==> src/rtl/eth_tx_framer.sv <==
`default_nettype none
// =============================================================================
// Module   : eth_tx_framer
// Brief    : GMII-side TX framer: preamble/SFD, payload, zero pad, optional
//            FCS (compiled in with ETH_TX_FCS_EN), then inter-frame gap.
// Revision : 1.0
// =============================================================================
module eth_tx_framer #(
    parameter int unsigned IFG_CYCLES  = 12,
    parameter int unsigned MIN_PAYLOAD = 60
) (
    input  logic       clk_i,
    input  logic       reset_i,
    input  logic [8:0] fifo_rdd_i,
    input  logic       fifo_empty_i,
    output logic       fifo_pop_o,
    output logic [7:0] txd_o,
    output logic       tx_en_o,
    output logic       tx_er_o,
    output logic       busy_o,
    output logic       frame_done_o,
    output logic       underrun_o
);

    typedef enum logic [2:0] {
        S_IDLE = 3'd0,
        S_PRE  = 3'd1,
        S_SFD  = 3'd2,
        S_DATA = 3'd3,
        S_PAD  = 3'd4,
        S_FCS  = 3'd5,
        S_DROP = 3'd6,
        S_IFG  = 3'd7
    } state_t;

    localparam logic [7:0]  c_pre_last    = 8'd6;
    localparam logic [7:0]  c_ifg_last    = 8'(IFG_CYCLES - 1);
    localparam logic [15:0] c_min_payload = 16'(MIN_PAYLOAD);

    state_t      state_q, state_d;
    logic [7:0]  cnt_q, cnt_d;
    logic [15:0] bcnt_q, bcnt_d;
    logic [7:0]  txd_q, txd_d;
    logic        tx_en_q, tx_en_d;
    logic        tx_er_q, tx_er_d;
    logic        ur_q, ur_d;
    logic        done_pend_q, done_pend_d;
    logic        done_q;

    logic [15:0] w_bcnt_inc;
    logic        w_pop;
    logic        w_payload_end;

`ifdef ETH_TX_FCS_EN
    localparam logic [7:0] c_fcs_last = 8'd3;

    logic [31:0] crc_q, crc_d;

    // Reflected CRC-32, one byte per call, LSB of the byte first.
    function automatic logic [31:0] crc32_byte(input logic [31:0] crc, input logic [7:0] d);
        logic [31:0] c;
        c = crc ^ {24'h000000, d};
        for (int i = 0; i < 8; i++) begin
            c = c[0] ? ((c >> 1) ^ 32'hEDB88320) : (c >> 1);
        end
        return c;
    endfunction
`endif

    assign w_bcnt_inc = (bcnt_q == 16'hFFFF) ? bcnt_q : bcnt_q + 16'd1;

    always_comb begin
        state_d       = state_q;
        cnt_d         = cnt_q;
        bcnt_d        = bcnt_q;
        txd_d         = 8'h00;
        tx_en_d       = 1'b0;
        tx_er_d       = 1'b0;
        ur_d          = 1'b0;
        done_pend_d   = 1'b0;
        w_pop         = 1'b0;
        w_payload_end = 1'b0;
`ifdef ETH_TX_FCS_EN
        crc_d         = crc_q;
`endif

        case (state_q)
            S_IDLE: begin
                if (!fifo_empty_i) begin
                    state_d = S_PRE;
                    cnt_d   = 8'd0;
                end
            end

            S_PRE: begin
                txd_d   = 8'h55;
                tx_en_d = 1'b1;
                cnt_d   = cnt_q + 8'd1;
                if (cnt_q == c_pre_last) begin
                    state_d = S_SFD;
                    cnt_d   = 8'd0;
                end
            end

            S_SFD: begin
                txd_d   = 8'hD5;
                tx_en_d = 1'b1;
                bcnt_d  = 16'd0;
                state_d = S_DATA;
`ifdef ETH_TX_FCS_EN
                crc_d   = 32'hFFFFFFFF;
`endif
            end

            S_DATA: begin
                tx_en_d = 1'b1;
                if (fifo_empty_i) begin
                    // Underrun: one poisoned byte, then discard the rest of the frame.
                    tx_er_d = 1'b1;
                    ur_d    = 1'b1;
                    state_d = S_DROP;
                end else begin
                    w_pop  = 1'b1;
                    txd_d  = fifo_rdd_i[7:0];
                    bcnt_d = w_bcnt_inc;
`ifdef ETH_TX_FCS_EN
                    crc_d  = crc32_byte(crc_q, fifo_rdd_i[7:0]);
`endif
                    if (fifo_rdd_i[8]) begin
                        if (w_bcnt_inc < c_min_payload) begin
                            state_d = S_PAD;
                        end else begin
                            w_payload_end = 1'b1;
                        end
                    end
                end
            end

            S_PAD: begin
                tx_en_d = 1'b1;
                bcnt_d  = w_bcnt_inc;
`ifdef ETH_TX_FCS_EN
                crc_d   = crc32_byte(crc_q, 8'h00);
`endif
                if (w_bcnt_inc >= c_min_payload) begin
                    w_payload_end = 1'b1;
                end
            end

`ifdef ETH_TX_FCS_EN
            S_FCS: begin
                tx_en_d = 1'b1;
                cnt_d   = cnt_q + 8'd1;
                case (cnt_q[1:0])
                    2'd0:    txd_d = ~crc_q[7:0];
                    2'd1:    txd_d = ~crc_q[15:8];
                    2'd2:    txd_d = ~crc_q[23:16];
                    default: txd_d = ~crc_q[31:24];
                endcase
                if (cnt_q == c_fcs_last) begin
                    state_d     = S_IFG;
                    cnt_d       = 8'd0;
                    done_pend_d = 1'b1;
                end
            end
`endif

            S_DROP: begin
                if (!fifo_empty_i) begin
                    w_pop = 1'b1;
                    if (fifo_rdd_i[8]) begin
                        state_d = S_IFG;
                        cnt_d   = 8'd0;
                    end
                end
            end

            S_IFG: begin
                cnt_d = cnt_q + 8'd1;
                if (cnt_q == c_ifg_last) begin
                    state_d = S_IDLE;
                    cnt_d   = 8'd0;
                end
            end

            default: begin
                state_d = S_IDLE;
                cnt_d   = 8'd0;
            end
        endcase

        if (w_payload_end) begin
            cnt_d = 8'd0;
`ifdef ETH_TX_FCS_EN
            state_d = S_FCS;
`else
            state_d     = S_IFG;
            done_pend_d = 1'b1;
`endif
        end
    end

    always_ff @(posedge clk_i or negedge reset_i) begin
        if (!reset_i) begin
            state_q     <= S_IDLE;
            cnt_q       <= 8'd0;
            bcnt_q      <= 16'd0;
            txd_q       <= 8'h00;
            tx_en_q     <= 1'b0;
            tx_er_q     <= 1'b0;
            ur_q        <= 1'b0;
            done_pend_q <= 1'b0;
            done_q      <= 1'b0;
        end else begin
            state_q     <= state_d;
            cnt_q       <= cnt_d;
            bcnt_q      <= bcnt_d;
            txd_q       <= txd_d;
            tx_en_q     <= tx_en_d;
            tx_er_q     <= tx_er_d;
            ur_q        <= ur_d;
            done_pend_q <= done_pend_d;
            // Delayed one cycle so the pulse lands just after the final byte.
            done_q      <= done_pend_q;
        end
    end

`ifdef ETH_TX_FCS_EN
    always_ff @(posedge clk_i or negedge reset_i) begin
        if (!reset_i) begin
            crc_q <= 32'hFFFFFFFF;
        end else begin
            crc_q <= crc_d;
        end
    end
`endif

    assign fifo_pop_o   = w_pop;
    assign txd_o        = txd_q;
    assign tx_en_o      = tx_en_q;
    assign tx_er_o      = tx_er_q;
    assign busy_o       = (state_q != S_IDLE);
    assign frame_done_o = done_q;
    assign underrun_o   = ur_q;

endmodule
`default_nettype wire

==> config.mk <==
export PLATFORM = sky130hd
export DESIGN_NAME = eth_tx_framer
export DESIGN_NICKNAME = d
export VERILOG_FILES = /design/src/rtl/eth_tx_framer.sv
export SDC_FILE = /design/constraint.sdc
export NUM_CORES = 1
export LEC_CHECK = 0
export ABC_AREA = 0
export BUFFER_PORTS_ARGS = -buffer_cell sky130_fd_sc_hd__buf_2
export CAP_MARGIN = 20
export CORE_MARGIN = 4
export CORE_UTILIZATION = 55
export CTS_BUF_LIST = sky130_fd_sc_hd__clkbuf_4 sky130_fd_sc_hd__clkbuf_8
export DETAILED_ROUTE_END_ITERATION = 8
export GPL_TIMING_DRIVEN = 1
export MAX_ROUTING_LAYER = met4
export PLACE_DENSITY = 0.83
export SYNTH_ARGS = -nofsm -noshare
export SYNTH_HDL_FRONTEND = slang
export SYNTH_SLANG_ARGS = --single-unit
==> constraint.sdc <==
create_clock -name clk_i -period 5.15 [get_ports clk_i]
set_input_delay 0.2575 -clock clk_i [delete_from_list [all_inputs] [get_ports clk_i]]
set_output_delay 0.2575 -clock clk_i [all_outputs]
set_load 0.03 [all_outputs]
==> key figures, run 1 <==
Status
  • Status: completed

Critical path
  • Worst Path Arrival: 3.28 ns
  • CP required: 5.33 ns
  • CP max FO: 8
  • Kind of end point of the critical path: flip-flop
  • Type of origin of the critical path: flip-flop
  • Critical path class: reg2reg

Timing
  • Slew Viols, Final: 0
  • Setup violations, final: 0
  • Unrepaired setup endpoints after global routing: false
  • Tightest Pin Transition: 0.8685 ns
  • Fmax: 0.3231 GHz
  • Final Critical Period: 3.095 ns
  • Slew HR: 0.4210
  • Clk_skew: 0.01043 ns
  • TNS Setup: 0 ns
  • Final Hold Vio Count: 0
  • Period utilization: 0.6010

Global routing
  • First-pass GRT wire length: 8238 um
  • GR Overflow Total: 0
  • Met1 Usage GRT: 0.2395
  • Pin count of the biggest net entering global routing: 40
  • Met2 usage: 0.3178
  • Met3 Usage GRT: 0.04959
  • Vias in the first global route: 1899
  • Initial antenna violation count: 0
  • Busiest layer in global routing: met2
  • All-Layer GR Usage: 0.1993

Placed design
  • DPL Wire Length: 3328 um
  • Port Buf Inserts: 25
  • GP Congestion: 0.9031
  • Post-Place Cell Area: 0.002441 mm2

Clock tree
  • Clock slew at reported path FFs: 0.09 ns
  • CTS tree: done
  • H-tree depth: 2
  • Clk sinks: 39
  • CTS Buf Count: 5
  • Post-CTS Hold Buffers: 0
  • # resized after CTS: 0
  • Max clock buf depth: 2
  • Clock latency on the worst-skew pair: 0.30 ns
  • Post-CTS Setup Repair Bufs: 0
  • Root Driver: clkbuf_8

Yosys
  • Most common cell in the netlist: dfrtp_1
  • Yosys reg bits: 39
  • Asr flop ratio synth: 1.000
  • Most frequent cells after synthesis: dfrtp_1 (39), nand2_1 (33), nor2_1 (26), a21oi_1 (23), o21ai_0 (19)
  • Post-synthesis cell count: 265
  • Syn_nets: 280
  • Sequential area share after synthesis: 0.4191
  • Syn Area/Cell: 8.787 um2
  • Synth area leader: dfrtp_1
  • EDFF count, synth: 0
  • Top post-synthesis cells by area: dfrtp_1 (42%), nand2_1 (5.3%), a21oi_1 (4.9%)
  • Mapped cell area: 0.002328 mm2
  • Yosys cell types: 49
  • Synth warn: 0
  • Synth top area share: 0.4191
  • Synth Flop Type: dfrtp_1

Layout
  • Share of layout cells above drive strength 1: 0.1789
  • Area delta synth->final: 8.651%
  • Sequential cell area: 975.9 um2
  • Final instance area: 0.002530 mm2
  • N_diodes: 0
  • # fillers: 327
  • Multi-input gate area: 0.001240 mm2
  • Nets: 299

Power
  • Logic pwr share: 0.435
  • Internal: 0.6359 mW
  • Leak Pwr: 1.107 nW
  • Sw frac: 0.4480
  • Clock power frac: 0.182
  • Sequential Power Share: 0.383
  • Psw: 0.5160 mW
  • Max rail drop VDD: 0.2021 mV
  • PD cells: 455.3 mW/mm2

Floorplanning
  • Core Rows: 23
  • Boundary Pins: 26
  • Core Box Area: 0.004058 mm2
  • Die width: 73.07 um
  • Die area: 0.005338 mm2
  • Initial Utilization: 0.5739
  • Vert. Die Dim: 73.07 um

Drt
  • Post-DR wirelength/cell: 14.44 um
  • DRT iter0 DRCs: 182
  • Pre-Repair DR Iteration Count: 4
  • Final antenna-violating net count: 0
  • DRC viols: 0
  • Vias per cell: 6.015
  • Via count: 2015
  • Total Wirelength: 4836 um

Hold path
  • Min-delay worst type: in2async

Run
  • Max-Cap Viols: 0
worst max-delay path: stages (launching register included):
cell,delay (ns)
dfrtp_1,0.44
ha_1,0.33
nand3_1,0.26
nor2_4,0.24
a31oi_1,0.13
or4_4,0.53
nor4_2,0.30
and3_1,0.26
a41oi_2,0.16
a211o_1,0.33
cells in the final DEF (no fill, tap or decap), types with 5 or more instances in the layout:
cell      count
o21ai_0      19
nor2_1       26
dfrtp_1      39
nor3_1       11
nand3_1      13
buf_2        25
inv_1         5
nor3b_1       5
xnor2_1       5
nand2_1      33
a211o_1       5
a21oi_1      23
and2_1        5
clkbuf_8      5
layer usage:
metal / up-vias / share of wire
met5: - / 0
met1: 952 / 0.45
met2: 46 / 0.49
li1: 1008 / -
met4: 0 / 0.011
met3: 9 / 0.052
power groups by stage:
stage	registers, mW	clock network [mW]	logic (mW)
floorplan	0.465	0	0.364
global placement	0.442	0	0.485
detailed placement	0.445	0	0.500
CTS	0.439	0.213	0.504
global route	0.452	0.222	0.562
finish	0.441	0.210	0.502
flip-flops by register name, summed over array words and instances (netlist names):
name	flops
txd_o	8
frame_done_o	1
tx_en_o	1
done_pend_q	1
cnt_q	8
state_q	3
underrun_o	1
bcnt_q	16
through the flow:
stage / setup slack, ns / util / instances / hold slack, ns / power (mW)
3_3_place_gp: 2.195 / 0.5988 / 326 / 0.3336 / 0.9265
4_1_cts: 2.049 / 0.6235 / 335 / 0.1004 / 1.156
6_report: 2.055 / 0.6235 / 335 / 0.07384 / 1.152
5_1_grt: 1.872 / 0.6235 / 335 / 0.1355 / 1.236
3_5_place_dp: 2.073 / 0.6016 / 327 / 0.3362 / 0.9451
2_1_floorplan: 2.293 / - / 265 / -0.03809 / 0.8291
layout make-up:
type | instances | area share
Inverter | 5 | 0.007418
Clock inverter | 3 | 0.007913
Multi-Input combinational cell | 206 | 0.4901
Clock buffer | 5 | 0.02720
Tap cell | 50 | 0.02473
Sequential cell | 39 | 0.3858
Timing Repair Buffer | 27 | 0.05687
kinds of logic (layout without fill, tap and decap cells):
logic type	after synthesis	in the layout	synth area share
AND/OR/NAND/NOR	119	119	0.2719
AO/OA/AOI/OAI	75	75	0.2090
flip-flops	39	39	0.4191
buffers and inverters	20	40	0.04836
XOR/XNOR	7	7	0.02633
adder cells (fa/ha/maj)	3	3	0.01612
multiplexers	2	2	0.009135
path summary, 6_finish.rpt:
kind / startpoint / end / slack [ns] / cells after the start
max reg2reg: bcnt_q[0] / state_q[1] / 2.05 / 9
min: reset_i / state_q[0] / 0.07 / 1
max: bcnt_q[0] / state_q[1] / 2.05 / 9
min in group clk_i: fifo_rdd_i[7] / txd_o[7] / 0.16 / 2
min reg2reg: done_pend_q / frame_done_o / 0.35 / 0
max in group asynchronous: reset_i / bcnt_q[1] / 4.54 / 1
Note: power is estimated with default switching activity, not from simulation.
==> run 2, diff against run 1 <==
PLACE_DENSITY = 0.86   (was 0.83)
clock period = 2.5 ns   (was 5.15 ns; I/O delays follow)
==> key figures, run 2 (synthesis gave the netlist of run 1 again) <==
Layout
  • Layout Cells excl Fill: 381 (+14%)
  • Commonest non-fill, non-tap cells in the layout: buf_4 (46), dfrtp_1 (39), nand2_1 (33), nor2_1 (25), buf_2 (25)
  • Max reg flops: 16 (unchanged)
  • Share of layout cells above drive strength 1: 0.3263 (+0.1473)
  • Util after Layout: 0.7330 (+0.1095)
  • Biggest register: bcnt_q
  • N_diodes: 0 (unchanged)
  • # fillers: 268 (-18%)
  • Nets: 345 (+15%)
  • Final instance area: 0.002974 mm2 (+18%)
  • Area delta synth->final: 27.73%
  • Commonest non-fill, non-tap cell in the layout: buf_4

Critical path
  • CP max FO: 4 (-4)
  • Kind of end point of the critical path: flip-flop
  • Worst Path Arrival: 2.74 ns (-0.54 ns)
  • CP required: 2.69 ns (-2.64 ns)
  • Reg2reg start: bcnt_q[1]
  • R2R depth: 9 (unchanged)
  • Worst r2r dst: state_q[1]
  • Critical path class: reg2reg
  • Type of origin of the critical path: flip-flop
  • Flop2flop setup slack: -0.05 ns (-2.10 ns)

Clock tree
  • Root Driver: clkbuf_8
  • CTS tree: done
  • CTS Buf Count: 5 (unchanged)
  • Clock slew at reported path FFs: 0.08 ns (about the same)
  • H-tree depth: 2 (unchanged)
  • Clk sinks: 39 (unchanged)
  • Clock latency on the worst-skew pair: 0.30 ns (about the same)
  • Max clock buf depth: 2 (unchanged)

Timing
  • Tightest Pin Transition: 0.8704 ns (+0.001908 ns)
  • Hold slack: 0.02502 ns (-0.04882 ns)
  • Slew Viols, Final: 0 (unchanged)
  • Fmax: 0.3923 GHz (+21%)
  • Unrepaired setup endpoints after global routing: true
  • Setup violations, final: 3 (+3)
  • Final setup margin: -0.04903 ns (-2.104 ns)
  • Final Critical Period: 2.549 ns (-0.5463 ns)
  • Clk_skew: 0.01181 ns (+0.001375 ns)
  • Slew HR: 0.4197 (-0.001272)
  • Period utilization: 1.020 (+0.4186)
  • Final Hold Vio Count: 0 (unchanged)

Drt
  • Pre-Repair DR Iteration Count: 5 (+1)
  • Via count: 2312 (+15%)
  • Final antenna-violating net count: 0 (unchanged)
  • Post-DR wirelength/cell: 15.60 um (+8.0%)
  • DRC viols: 0 (unchanged)
  • Vias per cell: 6.068 (+0.89%)
  • Total Wirelength: 5942 um (+23%)
  • DRT iter0 DRCs: 352 (+93%)

Power
  • Internal: 1.489 mW (+130%)
  • Sw frac: 0.4412 (-0.006766)
  • Max rail drop VDD: 0.4621 mV (+130%)
  • Clock power frac: 0.164 (-0.018)
  • Psw: 1.175 mW (+130%)
  • Sequential Power Share: 0.323 (-0.060)
  • Leak Pwr: 1.373 nW (+24%)
  • PD cells: 895.8 mW/mm2 (+97%)
  • Logic pwr share: 0.513 (+0.078)

Floorplanning
  • Core Rows: 23 (unchanged)
  • Boundary Pins: 26 (unchanged)
  • Vert. Die Dim: 73.07 um (unchanged)
  • Die width: 73.07 um (unchanged)
  • Initial Utilization: 0.5739 (unchanged)
  • Die area: 0.005338 mm2 (unchanged)
  • Core Box Area: 0.004058 mm2 (unchanged)

Placed design
  • GP Congestion: 0.9250 (+2.4%)
  • Place WS: -0.04206 ns (-2.115 ns)
  • Placed cells: 370 (+13%)
  • Post-Place Cell Area: 0.002770 mm2 (+13%)
  • Port Buf Inserts: 25 (unchanged)
  • DPL Wire Length: 3889 um (+17%)

Global routing
  • Pin count of the biggest net entering global routing: 40 (unchanged)
  • Vias in the first global route: 2070 (+9.0%)
  • GR Overflow Total: 0 (unchanged)
  • First-pass GRT wire length: 9646 um (+17%)
  • All-Layer GR Usage: 0.2363 (+0.03693)
  • Initial antenna violation count: 0 (unchanged)

Run
  • Max-Cap Viols: 0 (unchanged)

Status
  • Failing checks: setup timing
  • Status: complete, but fails checks

Hold path
  • HP Start: fifo_rdd_i[7]
  • Hold Path End: txd_o[7]
  • Cells on Worst Hold Path: 2
  • Min-delay worst type: in2reg
## run 2: how the worst max path moves through the flow
stage                     startpoint    endpoint  cells past startpoint
after floorplan            bcnt_q[1]  state_q[1]                     11
after global placement     bcnt_q[1]  state_q[1]                      9
after detailed placement   bcnt_q[1]  state_q[1]                      9
after CTS                  bcnt_q[0]  state_q[1]                     10
after global routing       bcnt_q[1]  state_q[1]                      9
final                      bcnt_q[1]  state_q[1]                      9
## run 2: area by class of cell
type                            count  area, um2  area share
Multi-Input combinational cell    206       1336      0.4493
Sequential cell                    39      975.9      0.3281
Timing Repair Buffer               73      491.7      0.1653
Clock buffer                        5      68.82     0.02314
Tap cell                           50      62.56     0.02103
Clock inverter                      3      20.02    0.006731
Inverter                            5      18.77    0.006310
## run 2: layer usage
| layer | GRT usage | wire length [um] |
|---|---|---|
| met1 | 0.2997 | 2384 |
| met2 | 0.3784 | 2937 |
| met3 | 0.04270 | 491 |
| met5 | - | 0 |
| met4 | 0.08197 | 129 |
## run 2: critical path, cell delays in order, from the launching register on
cell and delay, ns:
dfrtp_1 0.42, ha_2 0.23, and3_4 0.20, a41oi_2 0.16
a31oi_1 0.07, or4_4 0.54, nor4_4 0.18, and3_4 0.25
a41oi_4 0.12, a211o_1 0.27
## run 2: stage by stage
stage / power [mW] / TNS, ns
floorplan: 1.710 / -0.1216
global placement: 2.081 / 0
detailed placement: 2.116 / -0.04206
CTS: 2.563 / -0.02396
global route: 2.836 / -1.018
finish: 2.664 / -0.06633
## run 2: power groups by stage
stage | clock network [mW] | logic, mW | registers (mW)
after global placement | 0 | 1.22 | 0.858
after detailed placement | 0 | 1.25 | 0.868
after floorplan | 0 | 0.751 | 0.959
after CTS | 0.439 | 1.27 | 0.858
final | 0.437 | 1.37 | 0.861
after global routing | 0.465 | 1.49 | 0.881
## run 2: repair_timing
item / in CTS / in global routing
resized for setup: 3 / 11
hold buffers: 1 / 0
endpoints found under the hold margin: 39 / 0
setup buffers: 0 / 2
setup endpoints to repair: 5 / 11
pin swaps: 1 / 6
==> run 3, diff against run 2 <==
RECOVER_POWER = 25   (was default)
==> key figures, run 3 (synthesis gave the netlist of run 1 again) <==
Clock tree
  • Clock slew at reported path FFs: 0.08 ns (about the same)
  • Clock latency on the worst-skew pair: 0.30 ns (about the same)
  • Clk sinks: 39 (unchanged)
  • CTS tree: done
  • Root Driver: clkbuf_8
  • CTS Buf Count: 5 (unchanged)
  • H-tree depth: 2 (unchanged)
  • Max clock buf depth: 2 (unchanged)

Placed design
  • Placed cells: 370 (unchanged)
  • Place WS: -0.04206 ns (unchanged)
  • Port Buf Inserts: 25 (unchanged)
  • DPL Wire Length: 3889 um (unchanged)
  • GP Congestion: 0.9250 (unchanged)

Drt
  • Final antenna-violating net count: 0 (unchanged)
  • DRT iter0 DRCs: 359 (+2.0%)
  • DRC viols: 0 (unchanged)
  • Total Wirelength: 5947 um (about the same)
  • Pre-Repair DR Iteration Count: 5 (unchanged)
  • Vias per cell: 6.063 (about the same)
  • Via count: 2310 (-0.087%)
  • Post-DR wirelength/cell: 15.61 um (about the same)

Timing
  • Unrepaired setup endpoints after global routing: true
  • Final setup margin: -0.04847 ns (+0.0005591 ns)
  • Setup violations, final: 5 (+2)
  • Period utilization: 1.019 (about the same)
  • Clk_skew: 0.01108 ns (-0.0007284 ns)
  • Tightest Pin Transition: 0.8730 ns (+0.002610 ns)
  • Fmax: 0.3924 GHz (about the same)
  • Final Critical Period: 2.548 ns (-0.0005591 ns)
  • Final Hold Vio Count: 0 (unchanged)
  • TNS Setup: -0.06943 ns (-0.003101 ns)
  • Slew Viols, Final: 0 (unchanged)
  • Slew HR: 0.4180 (-0.001740)

Global routing
  • All-Layer GR Usage: 0.2363 (unchanged)
  • Vias in the first global route: 2070 (unchanged)
  • Pin count of the biggest net entering global routing: 40 (unchanged)
  • Initial antenna violation count: 0 (unchanged)
  • GR Overflow Total: 0 (unchanged)
  • Met1 Usage GRT: 0.2997 (unchanged)
  • Busiest layer in global routing: met2
  • Met3 Usage GRT: 0.04270 (unchanged)
  • Met2 usage: 0.3784 (unchanged)
  • First-pass GRT wire length: 9646 um (unchanged)

Critical path
  • CP max FO: 4 (unchanged)
  • Type of origin of the critical path: flip-flop
  • Reg2reg start: bcnt_q[1]
  • Kind of end point of the critical path: flip-flop
  • CP required: 2.69 ns (about the same)
  • Critical path class: reg2reg
  • Worst Path Arrival: 2.74 ns (about the same)
  • Crit path launch: bcnt_q[1]
  • Flop2flop setup slack: -0.05 ns (about the same)

Layout
  • Nets: 345 (unchanged)
  • Biggest register: bcnt_q
  • N_diodes: 0 (unchanged)
  • Commonest non-fill, non-tap cells in the layout: buf_4 (46), dfrtp_1 (39), nand2_1 (33), nor2_1 (25), a21oi_1 (23)
  • # fillers: 275 (+2.6%)
  • Util after Layout: 0.7293 (-0.003700)
  • Share of layout cells above drive strength 1: 0.2900 (-0.03625)
  • Commonest non-fill, non-tap cell in the layout: buf_4
  • Area delta synth->final: 27.08%
  • Max reg flops: 16 (unchanged)
  • Layout Cells excl Fill: 381 (unchanged)

Hold path
  • Min-delay worst type: in2reg
  • HP Start: fifo_rdd_i[7]

Floorplanning
  • Die width: 73.07 um (unchanged)
  • Die area: 0.005338 mm2 (unchanged)
  • Initial Utilization: 0.5739 (unchanged)
  • Boundary Pins: 26 (unchanged)
  • Core Rows: 23 (unchanged)
  • Core Box Area: 0.004058 mm2 (unchanged)
  • Vert. Die Dim: 73.07 um (unchanged)

Power
  • Sw frac: 0.4442 (+0.003060)
  • Sequential Power Share: 0.326 (+0.003)
  • Clock power frac: 0.164 (about the same)
  • Internal: 1.472 mW (-1.1%)
  • Leak Pwr: 1.329 nW (-3.2%)
  • Max rail drop VDD: 0.4633 mV (+0.25%)
  • Psw: 1.177 mW (+0.13%)
  • PD cells: 895.3 mW/mm2 (about the same)
  • Logic pwr share: 0.510 (-0.003)

Run
  • Max-Cap Viols: 0 (unchanged)

Status
  • Status: complete, but fails checks
  • Failing checks: setup timing
[run 3: cell types whose count changed in the layout (fill, tap and decap cells not counted), sizes merged]
cell    delta
clkbuf    +12
buf       -12
[run 3: final cells by class]
class	count	area [um2]	area share
Timing Repair Buffer	73	476.7	0.1611
Inverter	5	18.77	0.006342
Sequential cell	39	975.9	0.3298
Multi-Input combinational cell	206	1336	0.4516
Clock inverter	3	20.02	0.006765
Tap cell	50	62.56	0.02114
Clock buffer	5	68.82	0.02326
[run 3: path summary, 6_finish.rpt]
check | to | cells after the start
max | state_q[1] | 9
max reg2reg | state_q[1] | 9
min | txd_o[7] | 2
min in group asynchronous | cnt_q[1] | 2
max in group asynchronous | state_q[0] | 2
min reg2reg | frame_done_o | 0
[run 3: per-stage QoR]
step | power, mW | hold slack, ns | cell area (um2)
after CTS | 2.563 | 0.02549 | 2888
after floorplan | 1.710 | -0.1706 | 2338
after detailed placement | 2.116 | 0.2833 | 2770
after global placement | 2.081 | 0.2844 | 2770
after global routing | 2.820 | 0.01292 | 2959
final | 2.649 | 0.02617 | 2959
[run 3: timing repair]
| item | CTS | global route |
|---|---|---|
| hold buffers | 1 | 0 |
| hold endpoints to repair | 39 | 0 |
| setup endpoints to repair | 5 | 11 |
| gates resized for setup | 3 | 11 |
| gates cloned | 0 | 0 |
| pin swaps | 1 | 6 |
| buffers inserted | 0 | 2 |
[run 3: worst max-delay path, stage by stage, from the launching register on]
cell	delay, ns
dfrtp_1	0.42
ha_2	0.23
and3_4	0.20
a41oi_2	0.16
a31oi_1	0.07
or4_4	0.54
nor4_4	0.18
and3_4	0.25
a41oi_4	0.12
a211o_1	0.27
[run 3: routing by layer]
| layer | up-vias | wire [um] |
|---|---|---|
| li1 | 1092 | - |
| met1 | 1083 | 2392 |
| met2 | 114 | 2916 |
| met3 | 21 | 503 |
| met4 | 0 | 133 |
| met5 | - | 0 |
[run 3: power by group through the flow]
stage	Sequential, mW	Combinational (mW)	Clock (mW)
4_1_cts	0.858	1.27	0.439
2_1_floorplan	0.959	0.751	0
3_5_place_dp	0.868	1.25	0
5_1_grt	0.882	1.47	0.465
3_3_place_gp	0.858	1.22	0
6_report	0.863	1.35	0.435
